[src/rtl/prt_dp_pm_hpd_sched.sv]
// HPD command scheduler: arbitrates firmware/hardware HPD commands onto the HPD RX control register.
// Define PRT_DP_PM_HPD_SCHED_TIMEOUT_EN to add the per-command poll timeout (ERR pulses, S_CLR_WR).
module prt_dp_pm_hpd_sched #(
   parameter int unsigned P_POLL_GAP = 16,
   parameter int unsigned P_TO_POLLS = 4096
) (
   input  logic        CLK_IN,
   input  logic        RST_N_IN,
   input  logic        EN_IN,
   input  logic        REQ0_IN,
   input  logic        REQ1_IN,
   input  logic [1:0]  REQ0_CMD_IN,
   input  logic [1:0]  REQ1_CMD_IN,
   output logic        BUSY0_OUT,
   output logic        BUSY1_OUT,
   output logic        DONE0_OUT,
   output logic        DONE1_OUT,
   output logic        ERR0_OUT,
   output logic        ERR1_OUT,
   output logic [1:0]  LB_ADR_OUT,
   output logic        LB_WR_OUT,
   output logic        LB_RD_OUT,
   output logic [31:0] LB_DIN_OUT,
   input  logic [31:0] LB_DOUT_IN,
   input  logic        LB_VLD_IN
);

   localparam int unsigned GAP_W = (P_POLL_GAP > 1) ? $clog2(P_POLL_GAP) : 1;

   typedef enum logic [3:0] {
      S_OFF, S_RUN_WR, S_IDLE, S_CMD_WR, S_GAP, S_RD, S_RD_WAIT, S_CLR_WR, S_STOP_WR
   } state_t;

   state_t             state_q, state_d;
   logic [1:0]         pend_q, pend_d;
   logic [1:0]         cmd0_q, cmd0_d;
   logic [1:0]         cmd1_q, cmd1_d;
   logic               gnt_q, gnt_d;
   logic               rr_q, rr_d;
   logic [GAP_W-1:0]   gap_q, gap_d;
   logic [1:0]         cur_cmd;
   logic [3:0]         ev_bits;
   logic               cur_bit;
   logic               done;
   logic               lb_wr;
   logic               lb_rd;
   logic [31:0]        lb_din;
   logic               unused_dout;

`ifdef PRT_DP_PM_HPD_SCHED_TIMEOUT_EN
   localparam int unsigned TO_W = (P_TO_POLLS > 1) ? $clog2(P_TO_POLLS) : 1;
   logic [TO_W-1:0]    poll_q, poll_d;
   logic               err;
`endif

   assign cur_cmd     = gnt_q ? cmd1_q : cmd0_q;
   assign ev_bits     = LB_DOUT_IN[3:0];
   assign cur_bit     = ev_bits[cur_cmd];
   assign unused_dout = ^LB_DOUT_IN[31:4];

   always_comb begin
      state_d = state_q;
      pend_d  = pend_q;
      cmd0_d  = cmd0_q;
      cmd1_d  = cmd1_q;
      gnt_d   = gnt_q;
      rr_d    = rr_q;
      gap_d   = gap_q;
      done    = 1'b0;
      lb_wr   = 1'b0;
      lb_rd   = 1'b0;
      lb_din  = '0;
`ifdef PRT_DP_PM_HPD_SCHED_TIMEOUT_EN
      poll_d  = poll_q;
      err     = 1'b0;
`endif
      // Acceptance looks at pend_q, so a strobe in the DONE cycle of its own requester is dropped
      if (EN_IN) begin
         if (REQ0_IN && (REQ0_CMD_IN != 2'd0) && !pend_q[0]) begin
            pend_d[0] = 1'b1;
            cmd0_d    = REQ0_CMD_IN;
         end
         if (REQ1_IN && (REQ1_CMD_IN != 2'd0) && !pend_q[1]) begin
            pend_d[1] = 1'b1;
            cmd1_d    = REQ1_CMD_IN;
         end
      end
      case (state_q)
         S_OFF: if (EN_IN) state_d = S_RUN_WR;
         S_RUN_WR: begin
            lb_wr   = 1'b1;
            lb_din  = 32'h1;
            state_d = S_IDLE;
         end
         S_IDLE: begin
            if (pend_q != 2'b00) begin
               gnt_d   = (pend_q == 2'b11) ? rr_q : pend_q[1];
               rr_d    = ~gnt_d;
               state_d = S_CMD_WR;
            end else if (!EN_IN) begin
               state_d = S_STOP_WR;
            end
         end
         S_CMD_WR: begin
            lb_wr   = 1'b1;
            lb_din  = 32'h1 | (32'h1 << cur_cmd);
            gap_d   = '0;
`ifdef PRT_DP_PM_HPD_SCHED_TIMEOUT_EN
            poll_d  = '0;
`endif
            state_d = S_GAP;
         end
         S_GAP: begin
            if (gap_q == GAP_W'(P_POLL_GAP - 1)) state_d = S_RD;
            else                                 gap_d   = gap_q + GAP_W'(1);
         end
         S_RD: begin
            lb_rd   = 1'b1;
            state_d = S_RD_WAIT;
         end
         S_RD_WAIT: begin
            if (LB_VLD_IN) begin
               if (!cur_bit) begin
                  done           = 1'b1;
                  pend_d[gnt_q]  = 1'b0;
                  state_d        = S_IDLE;
               end else begin
`ifdef PRT_DP_PM_HPD_SCHED_TIMEOUT_EN
                  if (poll_q == TO_W'(P_TO_POLLS - 1)) begin
                     err           = 1'b1;
                     pend_d[gnt_q] = 1'b0;
                     state_d       = S_CLR_WR;
                  end else begin
                     poll_d  = poll_q + TO_W'(1);
                     gap_d   = '0;
                     state_d = S_GAP;
                  end
`else
                  gap_d   = '0;
                  state_d = S_GAP;
`endif
               end
            end
         end
`ifdef PRT_DP_PM_HPD_SCHED_TIMEOUT_EN
         S_CLR_WR: begin
            lb_wr   = 1'b1;
            lb_din  = 32'h1;
            state_d = S_IDLE;
         end
`endif
         S_STOP_WR: begin
            lb_wr   = 1'b1;
            pend_d  = '0;
            state_d = S_OFF;
         end
         default: state_d = S_OFF;
      endcase
   end

   always_ff @(posedge CLK_IN or negedge RST_N_IN) begin
      if (!RST_N_IN) begin
         state_q <= S_OFF;
         pend_q  <= '0;
         cmd0_q  <= '0;
         cmd1_q  <= '0;
         gnt_q   <= 1'b0;
         rr_q    <= 1'b0;
         gap_q   <= '0;
      end else begin
         state_q <= state_d;
         pend_q  <= pend_d;
         cmd0_q  <= cmd0_d;
         cmd1_q  <= cmd1_d;
         gnt_q   <= gnt_d;
         rr_q    <= rr_d;
         gap_q   <= gap_d;
      end
   end

`ifdef PRT_DP_PM_HPD_SCHED_TIMEOUT_EN
   always_ff @(posedge CLK_IN or negedge RST_N_IN) begin
      if (!RST_N_IN) poll_q <= '0;
      else           poll_q <= poll_d;
   end
   assign ERR0_OUT = err & ~gnt_q;
   assign ERR1_OUT = err &  gnt_q;
`else
   assign ERR0_OUT = 1'b0;
   assign ERR1_OUT = 1'b0;
`endif

   assign BUSY0_OUT  = pend_q[0];
   assign BUSY1_OUT  = pend_q[1];
   assign DONE0_OUT  = done & ~gnt_q;
   assign DONE1_OUT  = done &  gnt_q;
   assign LB_ADR_OUT = '0;
   assign LB_WR_OUT  = lb_wr;
   assign LB_RD_OUT  = lb_rd;
   assign LB_DIN_OUT = lb_din;

endmodule

[config.mk]
export PLATFORM = sky130hd
export DESIGN_NAME = prt_dp_pm_hpd_sched
export DESIGN_NICKNAME = d
export VERILOG_FILES = /design/src/rtl/prt_dp_pm_hpd_sched.sv
export SDC_FILE = /design/constraint.sdc
export NUM_CORES = 1
export LEC_CHECK = 0
export ABC_CLOCK_PERIOD_IN_PS = 2000
export CORE_MARGIN = 4
export CORE_UTILIZATION = 32
export CTS_CLUSTER_SIZE = 25
export DETAILED_ROUTE_END_ITERATION = 16
export PLACE_DENSITY = 0.76
export SETUP_SLACK_MARGIN = 0.2
export SYNTH_ARGS = -nofsm -noshare
export SYNTH_HDL_FRONTEND = slang
export SYNTH_SLANG_ARGS = --single-unit
[constraint.sdc]
create_clock -name CLK_IN -period 2 [get_ports CLK_IN]
set_clock_uncertainty 0.15 [all_clocks]
set_input_delay 0.5 -clock CLK_IN [delete_from_list [all_inputs] [get_ports CLK_IN]]
set_output_delay 0.5 -clock CLK_IN [all_outputs]
set_load 0.02 [all_outputs]
==> impl_summary.md, run 1 <==
Floorplanning
The site row count is 22. From bottom edge to top edge, the die measures 70.4 microns. The floorplan step defined a die boundary enclosing 0.00495 sq mm. The die width is 70.4 microns. During I/O placement, the number of pins put on the boundary was 84. The initial cell density of the core is 0.335. The core region is 0.00372 sq mm.

Finish
The count of inserted antenna diode cells is 0. Measured on the finished design, the core utilization comes to 0.505. The area growth from synthesis to layout is 50.8%.

The top cell types in the final layout, fill and taps aside, are sky130_fd_sc_hd__buf_4 (36), sky130_fd_sc_hd__conb_1 (32), sky130_fd_sc_hd__nand2_1 (17), sky130_fd_sc_hd__dfrtp_1 (16), sky130_fd_sc_hd__clkdlybuf4s50_1 (12). The share of post-route cells with drive strength above 1 is 0.346. The net count reported at finish is 252. The library cell used most frequently in the layout, excluding fill and tap cells, is sky130_fd_sc_hd__buf_4. The layout has 345 filler cells.

Global route
Across every metal layer, demand over resource in global routing totals 0.123. Entering global routing, the biggest net connects 17 pins. Summed over all layers, the global routing overflow is 0.

The number of antenna violations at the first check in global routing came to 0. The global-route wire length before repair is 4.95 mm. The number of global-route vias before repair was 1081.

Placed design
The count of buffers added on input and output ports is 23. The congestion estimate from routability-driven global placement came to 0.832. Before CTS, the worst setup slack after placement is -0.967 ns. The HPWL after detailed placement is 2.31 mm.

Setup path
For flop-to-flop paths, the worst setup slack is -0.26 ns. For the worst setup path, the data required time is 1.35 ns. The critical register-to-register path endpoint is gap_q[1]$_DFFE_PN0P_.

The highest net fanout along the worst path is 3. The data arrival at the endpoint of the critical path is 1.89 ns. The depth of the worst register-to-register path is 7. The category of the worst setup path capture point is a primary output. The reg-to-reg critical path startpoint is gnt_q$_DFFE_PN0P_.

The critical path is of the reg -> out type. The maximum single-stage delay on the critical path is 0.52 ns. The critical path goes through mux2_4 -> mux4_2 -> nor3_4 -> buf_6. The largest individual stage delay along the critical path comes from the cell sky130_fd_sc_hd__mux4_2. The startpoint class of the critical path is a flop.

Synth
For this run, the register share of the synthesized area comes to 0.322. The number of instances in the synthesized netlist is 147. For this run, the leading register cell type out of synthesis is sky130_fd_sc_hd__dfrtp_1. The count of yosys warnings during synthesis is 0. The number of synthesized flops with an enable pin is 0. Summing every instance area after synthesis gives 0.00124 sq mm. In this run, synthesis produced a sequential element count of 16. The number of distinct standard cells referenced by the synthesized netlist is 37. After synthesis, the cell types taking the most area are sky130_fd_sc_hd__dfrtp_1 (32%), sky130_fd_sc_hd__buf_4 (19%), sky130_fd_sc_hd__nand2_1 (5.7%), sky130_fd_sc_hd__nor2_1 (3.3%), sky130_fd_sc_hd__mux2i_1 (3.2%).

The proportion of netlist area held by the largest area contributor is 0.322. The synthesized area per cell is 8.47 sq um. Summed over all instances, the cell type with the most area after synthesis is sky130_fd_sc_hd__dfrtp_1. Of all flip-flops after synthesis, the portion carrying an async set or reset was 1.00.

Run status
The final reports fail on setup timing. The run finished, with violations left.

CTS
The longest clock path from root to sink contains 2 buffers. The cell sitting at the root of the clock tree is a sky130_fd_sc_hd__clkbuf_8. The total clock buffers created by CTS is 3. Buffers inserted to repair hold after CTS numbered 0. The clock slew seen by the registers of the worst setup and hold paths is 0.06 ns. The number of sinks on the clock net is 16. The CTS tree is yes. The clock reaches the later pin of the worst-skew pair after 0.25 ns. The CTS H-tree depth is 1.

Detailed routing
The DRC marker count from the first detailed-route iteration is 30. The routed layout has 1183 vias. The detail-routed via count per cell is 4.62. Wires add up to 3.24 mm. Once detail routing completed, the nets flagged for antenna violations numbered 0.

The final routed wire length divided by cell count is 12.6 microns. Before antenna repair, the detailed router went through 4 iterations. For this run, design rule violations remaining after detail routing come to 0.

Timing
The number of pins with negative max-slew slack in the final report is 0. Setup violations remaining at the end of the flow were counted as 11. After layout, the worst setup slack is -0.538 ns. The final total negative setup slack is -2.81 ns. For the finished layout, the period the worst path requires is 2.54 ns. Setup repair after global routing could not meet its margin everywhere.

The hold violation count in the final report is 0. Static timing analysis puts the maximum clock frequency at 394 MHz. The final period utilization is 1.27.

Power
The leakage dissipation is 0.925 nW. The total power per unit cell area is 1430 mW/mm^2. The completed layout was analyzed and its total power is 2.69 mW. The worst vdd rail ir drop is 0.377 mV.

Min path
The hold path startpoint is rr_q$_DFFE_PN0P_. The worst-case hold path end point is rr_q$_DFFE_PN0P_. The number of cells traversed by the worst hold path is 1. The worst hold-check path type is reg -> reg.

Run
Max-cap violations in this run came to 0.
-- per-layer routing --
layer / routed length [microns] / track usage / up-vias
li1: - / - / 575
met1: 1210 / 0.144 / 552
met2: 1720 / 0.218 / 51
met3: 248 / 0.0230 / 5
met4: 61 / 0.0511 / 0
met5: 0 / 0 / -
-- synth_stat cells (3+ instances only) --
cell type,instances
sky130_fd_sc_hd__buf_4,32
sky130_fd_sc_hd__nand2_1,19
sky130_fd_sc_hd__dfrtp_1,16
sky130_fd_sc_hd__nor2_1,11
sky130_fd_sc_hd__inv_1,7
sky130_fd_sc_hd__o21ai_0,7
sky130_fd_sc_hd__a21oi_1,4
sky130_fd_sc_hd__clkbuf_1,4
sky130_fd_sc_hd__mux2i_1,4
sky130_fd_sc_hd__nor3_1,4
sky130_fd_sc_hd__a31oi_1,3
sky130_fd_sc_hd__and3b_1,3
sky130_fd_sc_hd__nand3_1,3
-- repair_timing --
action	4_1_cts	5_1_grt
cloned	1	0
hold endpoints to repair	0	0
resized for setup	55	16
buffers inserted	9	3
pin swaps	3	4
endpoints found under the setup margin	19	17
-- per-stage QoR --
step / hold WS [ns] / instances / area, sq um
3_3_place_gp: 0.322 / 239 / 1630
5_1_grt: 0.388 / 256 / 1880
2_1_floorplan: 0.0544 / 178 / 1400
3_5_place_dp: 0.330 / 239 / 1630
6_report: 0.344 / 256 / 1880
4_1_cts: 0.340 / 253 / 1780
-- state kept, by name, indices dropped and copies added (netlist names) --
| name | cells |
|---|---|
| cmd1_q | 2 |
| state_q | 4 |
| pend_q | 2 |
| gap_q | 4 |
| gnt_q | 1 |
| rr_q | 1 |
| cmd0_q | 2 |
-- worst max path at each step --
stage | start | endpoint | slack, ns | cells past startpoint
global route | gnt_q$_DFFE_PN0P_ | DONE0_OUT | -0.60 | 4
floorplan | gnt_q$_DFFE_PN0P_ | DONE0_OUT | -0.26 | 4
detailed placement | LB_DOUT_IN[3] | DONE0_OUT | -0.97 | 4
finish | gnt_q$_DFFE_PN0P_ | DONE1_OUT | -0.54 | 4
global placement | LB_DOUT_IN[3] | DONE0_OUT | -0.94 | 4
CTS | gnt_q$_DFFE_PN0P_ | DONE0_OUT | -0.52 | 4
-- critical path, delay by kind of cell (launching register included) --
kind          cells  cell delay (ns)
mux               2             0.84
flops             1             0.41
simple gates      1             0.24
buf+inv           1             0.14
-- logic make-up (layout without fill, tap and decap cells) --
group,Yosys count,in the layout,synth area share
DFF,16,16,0.322
buffers and inverters,44,74,0.235
AOI/OAI and AO/OA,23,23,0.131
muxes,7,7,0.0714
adders and majority gates,1,1,0.0100
and+or+nand+nor,55,55,0.228
other,1,32,0.00301
-- power breakdown --
group,internal (mW),leakage (nW),switching (mW)
Combinational,0.960,0.705,0.878
Clock,0.175,0.0288,0.114
Sequential,0.464,0.191,0.0961
-- final cells by class --
cell class              instances  area, sq um  area share
inverters                       7         28.8      0.0153
multi-input cells             118          790       0.421
clock buffers                   4         55.1      0.0293
well taps                      48         60.1      0.0320
flip-flops and latches         16          400       0.213
repair buffers                 63          543       0.289
Power figures use the tool's default switching activity.
==> run 2: changes to the inputs <==
CTS_CLUSTER_DIAMETER = 60   (was not set)
==> results of run 2 <==
The final DEF is identical to that of run 1; final timing and power are the same.
